--- src/rtl/paddle_controller_pkg.sv ---
// Shared VGA geometry, paddle FSM state type and the saturating position step.
// Used by both the display and control logic.
package paddle_controller_pkg;

    localparam int V_VISIBLE_AREA = 480;
    localparam int PADDLE_WIDTH   = 10;
    localparam int PADDLE_HEIGHT  = 50;
    localparam int Y_MAX          = V_VISIBLE_AREA - PADDLE_HEIGHT;

    typedef enum logic [1:0] {
        IDLE      = 2'd0,
        MOVE_UP   = 2'd1,
        MOVE_DOWN = 2'd2
    } state_t;

    // 10-bit arithmetic so neither direction can wrap before the clamp.
    function automatic logic [8:0] step_y(input logic [8:0] y,
                                          input logic [3:0] spd,
                                          input logic       up);
        logic [9:0] y10;
        logic [9:0] s10;
        logic [9:0] sum;
        logic [8:0] res;
        y10 = {1'b0, y};
        s10 = {6'd0, spd};
        sum = y10 + s10;
        if (up)
            res = (y10 >= s10) ? y[8:0] - {5'd0, spd} : 9'd0;
        else
            res = (sum > 10'(Y_MAX)) ? 9'(Y_MAX) : sum[8:0];
        return res;
    endfunction

endpackage

--- src/rtl/debounce.sv ---
// Two-flop synchroniser followed by a stable-level counter; the output follows
// the input only after it has differed for p_CYCLES consecutive cycles.
module debounce #(
    parameter int p_CYCLES = 250000
) (
    input  logic clk,
    input  logic rst_n,
    input  logic raw,
    output logic level
);

    localparam int CW = $clog2(p_CYCLES + 1);

    logic [1:0]    sync;
    logic [CW-1:0] cnt;

    always_ff @(posedge clk or negedge rst_n) begin
        if (!rst_n) begin
            sync  <= 2'b00;
            cnt   <= '0;
            level <= 1'b0;
        end else begin
            sync <= {sync[0], raw};
            if (sync[1] == level) begin
                cnt <= '0;
            end else if (cnt == CW'(p_CYCLES - 1)) begin
                level <= sync[1];
                cnt   <= '0;
            end else begin
                cnt <= cnt + 1'b1;
            end
        end
    end

endmodule

--- src/rtl/paddle_controller.sv ---
// Paddle position controller: debounced buttons drive an IDLE/MOVE_UP/MOVE_DOWN
// FSM stepped once per frame. Define PADDLE_ACCEL_EN for speed ramping.
module paddle_controller
    import paddle_controller_pkg::*;
#(
    parameter int p_START_Y         = 200,
    parameter int p_DEBOUNCE_CYCLES = 250000,
    parameter int p_MAX_SPEED       = 8,
    parameter int p_RAMP_FRAMES     = 4
) (
    input  logic       i_Clk,
    input  logic       i_Rst_L,
    input  logic       i_VBlank,
    input  logic       i_Up,
    input  logic       i_Down,
    output logic [8:0] o_Y,
    output logic [3:0] o_Speed,
    output logic       o_Moving
);

    logic   up_db;
    logic   down_db;
    logic   vblank_d;
    logic   frame_tick;
    state_t state;
    state_t state_next;
    logic [3:0] spd_next;

    debounce #(.p_CYCLES(p_DEBOUNCE_CYCLES)) u_up_db (
        .clk   (i_Clk),
        .rst_n (i_Rst_L),
        .raw   (i_Up),
        .level (up_db)
    );

    debounce #(.p_CYCLES(p_DEBOUNCE_CYCLES)) u_down_db (
        .clk   (i_Clk),
        .rst_n (i_Rst_L),
        .raw   (i_Down),
        .level (down_db)
    );

    always_ff @(posedge i_Clk or negedge i_Rst_L) begin
        if (!i_Rst_L) begin
            vblank_d   <= 1'b0;
            frame_tick <= 1'b0;
        end else begin
            vblank_d   <= i_VBlank;
            frame_tick <= i_VBlank & ~vblank_d;
        end
    end

    always_comb begin
        state_next = IDLE;
        if (up_db && !down_db)
            state_next = MOVE_UP;
        else if (down_db && !up_db)
            state_next = MOVE_DOWN;
    end

`ifdef PADDLE_ACCEL_EN
    localparam int RAMP_W = (p_RAMP_FRAMES > 1) ? $clog2(p_RAMP_FRAMES) : 1;

    logic [RAMP_W-1:0] ramp;
    logic [RAMP_W-1:0] ramp_next;

    // Ramp counts frames spent at the current speed within one MOVE state.
    always_comb begin
        spd_next  = o_Speed;
        ramp_next = ramp;
        if (state_next == IDLE) begin
            spd_next  = 4'd0;
            ramp_next = '0;
        end else if (state_next != state) begin
            spd_next  = 4'd1;
            ramp_next = '0;
        end else if (ramp == RAMP_W'(p_RAMP_FRAMES - 1)) begin
            ramp_next = '0;
            if (o_Speed < 4'(p_MAX_SPEED))
                spd_next = o_Speed + 4'd1;
        end else begin
            ramp_next = ramp + 1'b1;
        end
    end

    always_ff @(posedge i_Clk or negedge i_Rst_L) begin
        if (!i_Rst_L)
            ramp <= '0;
        else if (frame_tick)
            ramp <= ramp_next;
    end
`else
    always_comb begin
        spd_next = (state_next == IDLE) ? 4'd0 : 4'd1;
    end
`endif

    always_ff @(posedge i_Clk or negedge i_Rst_L) begin
        if (!i_Rst_L) begin
            state    <= IDLE;
            o_Y      <= 9'(p_START_Y);
            o_Speed  <= 4'd0;
            o_Moving <= 1'b0;
        end else if (frame_tick) begin
            state    <= state_next;
            o_Speed  <= spd_next;
            o_Moving <= (state_next != IDLE);
            if (state_next != IDLE)
                o_Y <= step_y(o_Y, spd_next, state_next == MOVE_UP);
        end
    end

endmodule

--- config.mk ---
export PLATFORM = sky130hd
export DESIGN_NAME = paddle_controller
export DESIGN_NICKNAME = d
export VERILOG_FILES = /design/src/rtl/paddle_controller_pkg.sv /design/src/rtl/debounce.sv /design/src/rtl/paddle_controller.sv
export SDC_FILE = /design/constraint.sdc
export NUM_CORES = 1
export LEC_CHECK = 0
export CAP_MARGIN = 10
export CORE_MARGIN = 2
export CORE_UTILIZATION = 65
export DETAILED_ROUTE_END_ITERATION = 6
export DONT_BUFFER_PORTS = 1
export PLACE_DENSITY = 0.83
export SLEW_MARGIN = 25
export SYNTH_ARGS = -nofsm -noshare
export SYNTH_HDL_FRONTEND = slang
export SYNTH_SLANG_ARGS = --single-unit
--- constraint.sdc ---
create_clock -name i_Clk -period 4.4 [get_ports i_Clk]
set_input_delay 1.32 -clock i_Clk [delete_from_list [all_inputs] [get_ports i_Clk]]
set_output_delay 1.32 -clock i_Clk [all_outputs]
set_load 0.005 [all_outputs]
**After elaboration in Yosys (flattened, before gate mapping)**

Index checks and enable logic that the tools add are counted.

- $add $sub $neg: 4
- Order comparisons: 2
- Eq/ne operators: 5
- Muxes and demuxes: 10
- Bitwise gates (word level): 4
- Reductions and logical operators: 9

Operators with widths:

| cell | count |
|---|---|
| two-way mux 18 bit | 4 |
| adder 18 x 1 -> 18 bit (second input constant) | 2 |
| == test 18 bit (second input constant) | 2 |
| two-way mux 9 bit | 3 |
| adder 9 x 1 -> 10 bit | 1 |
| > comparator 10 x 9 -> 1 bit (second input constant) | 1 |
| greater-or-equal comparator 9 x 1 -> 1 bit | 1 |
| subtractor 9 x 1 -> 9 bit | 1 |
| AND reduction 2 bit | 3 |
| two-way mux 2 bit | 2 |
| NOT 1 bit | 3 |
| == test 1 bit | 2 |
| == test 2 x 1 -> 1 bit (second input constant) | 1 |
| logical AND 1 bit | 2 |
| logical NOT 1 bit | 2 |
| logical NOT 2 bit | 1 |
| nonzero test 2 bit | 1 |
| bitwise AND 1 bit | 1 |
| two-way mux 1 bit | 1 |

- Bits in registers: 58
- Bits of input ports: 5
- Logic and storage cells: 45

**Longest topological paths before layout**

- Depth after elaboration: 10
- Gate-level depth with buffers: 12
- Mapped depth without buffers: 11

**Cells and area by module**

From an unflattened synthesis, not the netlist that was laid out.

- Cells, all modules: 354
- Area, all modules: 3,276.9 um^2

Modules (own cells, without submodules):

| module | instances | cells each | area each (um^2) | sequential area each (um^2) |
|---|---|---|---|---|
| debounce | 2 | 99 | 1,029.7 | 525.5 |
| paddle_controller | 1 | 156 | 1,217.4 | 304.0 |

**Least setup slack after synthesis**

OpenSTA, ideal clock, no wires.

- Path kind: reg-to-reg
- Start point: register u_down_db.level
- End point: register o_Y[8]
- Arrival: 2,619 ps
- Data required time: 4,274 ps
- Path slack: 1,655 ps
- Cell stages (with the launch flop): 13
- Period minus slack after synthesis: 2,745 ps
- Path through: dfrtp_1 inv_1 ha_1 inv_1 ha_1 ha_1 clkbuf_1 nor2_1 a221oi_2 a2bb2oi_1 a22o_1 and3_4 o32a_1

- Longest elaborated chain between the ends: 9
- Elaborated cells on any way between the ends: 17
- Classes of those cells: add/sub: 2; order compare: 2; eq/ne: 1; mux: 6; reduce/logical: 6

RTL lines:

| item | RTL line | source |
|---|---|---|
| start, declared | debounce.sv:9 | `output logic level` |
| start signal, assigned | debounce.sv:27 | `level <= sync[1];` |
| logical AND 1 bit / logical NOT 1 bit (equally long branches) | paddle_controller.sv:57, paddle_controller.sv:55 |  |
| two-way mux 2 bit / logical AND 1 bit (equally long branches) | paddle_controller.sv:57, paddle_controller.sv:55 |  |
| two-way mux 2 bit * | paddle_controller.sv:55 | `if (up_db && !down_db)` |
| logical NOT 2 bit * | paddle_controller.sv:94 | `spd_next = (state_next == IDLE) ? 4'd0 : 4'd1;` |
| two-way mux 1 bit * | paddle_controller.sv:94 |  |
| net spd_next[0] | paddle_controller.sv:27 | `logic [3:0] spd_next;` |
| adder 9 x 1 -> 10 bit | paddle_controller_pkg.sv:26 | `sum = y10 + s10;` |
| > comparator 10 x 9 -> 1 bit | paddle_controller_pkg.sv:30 | `res = (sum > 10'(Y_MAX)) ? 9'(Y_MAX) : sum[8:0];` |
| two-way mux 9 bit | paddle_controller_pkg.sv:30 |  |
| two-way mux 9 bit * | paddle_controller_pkg.sv:27 | `if (up)` |
| end signal, assigned | paddle_controller.sv:101 | `o_Y <= 9'(p_START_Y);` |
| end signal, assigned | paddle_controller.sv:109 | `o_Y <= step_y(o_Y, spd_next, state_next == MOVE_UP);` |
| end, declared | paddle_controller.sv:16 | `output logic [8:0] o_Y,` |

Mark *: on every way through the listed nets, which the timed path passes. The rest lies on a longest branch.
A chain may end at the register's enable or synchronous reset.

**Worst setup path after layout**

Same ends and word-level chain as after synthesis.

==> qor.yml <==
outcome: "completed"
vdd.ir_drop.worst_mv: 0.2103
cts_root_buf: "clkbuf_8"
initial_core_util_pct: 67.01
diodes: 0
max_stage_delay_ns: 0.44
netSwitchingPower_uw: 162.1
cts_tree: "built"
ys.flop_type: "dfrtp_1"
ys_seq_area_share_pct: 43.10
period_minus_slack_ns: 3.023
drt_first_pass_iters: 4
fill_cells: 369
seqPwrFrac_pct: 59.7
max_cap_violations: 0
min_to: "u_down_db.sync[1]$_DFF_PN0_"
overflow: 0
io_buffer_count: 0
synthTopCellsByArea: "dfrtp_1 41%, nor2_1 6.7%, xnor2_1 4.7%, xor2_1 4.7%, nand2_1 3.2%"
cts_setup_buffers: 0
crit_slowest_cell: "ha_1"
critPathCaptureType: "flip-flop"
holdBufCountCts: 0
yosysTopAreaCellShare_pct: 40.59
finalNonFillerCells: 388
crit_path_start_kind: "flip-flop"
async_flop_share_pct: 100.0
combPwrFrac_pct: 1.7
p_per_area_nw_per_um2: 266.1
skew_ns: 0.009328
crit_type: "flip-flop to flip-flop"
hold_viol_final: 0
path_max_fanout: 12
h-tree-depth: 2
synthCells: 346
setup_violations: 0
grt_pass1_vias: 2398
syn2layout_area_growth_pct: 1.950
core_area_sq_um: 4692
cts-resized-gates: 0
synth_top_cell_by_area: "dfrtp_1"
rsz0062_at_grt: "no"
fin_tns_setup_ns: 0
remaining_drc_errors: 0
hp-start: "u_down_db.sync[0]$_DFF_PN0_"
r2r_setup_slack_ns: 1.38
r2r_start: "u_down_db.level$_DFFE_PN0P_"
die_w_microns: 73.55
yosysMostFrequentCell: "nor2_1"
worst_slew_pin_slew_ns: 0.7691
path_cells: "inv_1 > ha_1 > inv_1 > ha_1 > ha_1 > nor2_1 > a221oi_2 > a2bb2oi_1 > a22o_1 > and3_4 > o32a_1"
final_core_util_pct: 68.32
drtIter0Drc: 185
place_hpwl_mm: 4.368
cts_buffers: 5
relSlewSlack_pct: 48.25
antenna_found_initial: 0
synth_edf_count: 0
synth.avg_cell_area_sq_um: 9.087
fin_crit_sh_pct: 68.70
ant_nets: 0
timing.fmax_ghz: 0.3308
worstSkewPairLatency_ns: 0.30
dp.cells: 381
die_h_microns: 73.55
clock_sinks: 54
vias: 2430
clockBufferDepth: 2
hold_class: "flip-flop to flip-flop"
io_pins: 19
drive_gt1_share_pct: 6.886
synth_area_sq_um: 3144
rows: 25
grt_pass1_wl_mm: 10.76
pwr-share-clk_pct: 38.6
cp.arrival_ns: 3.21
viasPerCell: 6.263
wl_per_cell_microns: 15.89
synth-seq-cells: 54
wl_mm: 6.164
yosysWarnings: 0
p_leak_nw: 1.296
sw_frac_of_total_pct: 19.01
maxSlewViolCount: 0
cts.clk_slew.worst_paths_ns: 0.09
whs_path_depth: 0
p_int_uw: 690.8
grt_max_degree: 55
dieArea_sq_um: 5410
synth_cell_types: 59
final_nets: 346
crit_top_cell: "ha_1"
reg2reg_depth: 11
grt_usage_pct: 25.51
place_congestion: 0.9027
timing.rr.end: "o_Y[8]$_DFFE_PN0P_"
required_ns: 4.59
synth_commonest_cells: "56 x nor2_1, 51 x dfrtp_1, 27 x nand2_1, 18 x nand3_1"
## final cells by class
type,instances,area [sq um],area share [%]
Clock buffer,6,82.58,2.576
Inverter,14,52.55,1.639
Sequential cell,54,1355,42.27
Clock inverter,1,30.03,0.9368
Tap cell,54,67.56,2.108
Multi-Input combinational cell,259,1618,50.47
## stage by stage
step | setup slack [ns] | power, mW | cell area, sq um | hold slack, ns
after floorplan | 1.655 | 0.5326 | 3152 | 0.3312
after global placement | 1.558 | 0.5330 | 3093 | 0.3488
after detailed placement | 1.426 | 0.5338 | 3093 | 0.3491
after CTS | 1.394 | 0.8621 | 3206 | 0.3695
after global routing | 1.234 | 0.8889 | 3206 | 0.3767
final | 1.377 | 0.8528 | 3206 | 0.3678
## power by group through the flow
stage / Clock [mW] / Combinational, mW / Sequential [mW]
2_1_floorplan: 0 / 0.0153 / 0.517
3_3_place_gp: 0 / 0.0146 / 0.518
3_5_place_dp: 0 / 0.0151 / 0.519
4_1_cts: 0.338 / 0.0152 / 0.509
5_1_grt: 0.360 / 0.0184 / 0.511
6_report: 0.329 / 0.0149 / 0.509
## per-layer routing
metal	GRT usage, %	routed length [microns]	up-vias
met3	4.252	300	9
met4	9.293	102	0
li1	-	-	1172
met2	42.86	3079	81
met5	0	0	-
met1	33.27	2681	1168
## cells by family after synthesis
group	Yosys count	share of synthesized area [%]
compound gates	55	12.77
xor+xnor	34	9.471
fa+ha+maj	7	2.785
buf+inv	35	5.690
flops	54	43.10
mux	2	0.6765
other cells	1	0.1193
simple gates	158	25.39
## cell usage in the layout, fill, tap and decap left out, drive strengths merged, types with 6 or more instances in the layout
cell / n
a21oi: 12
clkbuf: 6
dfrtp: 51
ha: 7
inv: 14
nand2: 27
nand3: 18
nand4: 7
nor2: 56
nor3: 9
nor4: 7
o21ai: 12
xnor2: 17
xor2: 17
## worst max-delay path, delay by kind of cell, from the launching register on
kind	cells	cell delay (ns)
AOI/OAI and AO/OA	4	1.00
adders and majority gates	3	1.07
buffers and inverters	2	0.17
DFF	1	0.37
and+or+nand+nor	2	0.31
## worst max-delay path by stage
stage | from | end | slack, ns
6_report | u_down_db.level$_DFFE_PN0P_ | o_Y[8]$_DFFE_PN0P_ | 1.38
2_1_floorplan | u_down_db.level$_DFFE_PN0P_ | o_Y[8]$_DFFE_PN0P_ | 1.66
3_5_place_dp | u_down_db.level$_DFFE_PN0P_ | o_Y[8]$_DFFE_PN0P_ | 1.43
5_1_grt | u_down_db.level$_DFFE_PN0P_ | o_Y[0]$_DFFE_PN0P_ | 1.23
3_3_place_gp | u_down_db.level$_DFFE_PN0P_ | o_Y[8]$_DFFE_PN0P_ | 1.56
4_1_cts | u_down_db.level$_DFFE_PN0P_ | o_Y[8]$_DFFE_PN0P_ | 1.39
## state kept, by name, summed over array words and instances, names as in the netlist
register         count
frame_tick           1
o_Moving             1
o_Y                  9
u_down_db.cnt       18
u_down_db.level      1
u_down_db.sync       2
u_up_db.cnt         18
u_up_db.level        1
u_up_db.sync         2
vblank_d             1
No activity file was read; power rests on OpenSTA's default activity.
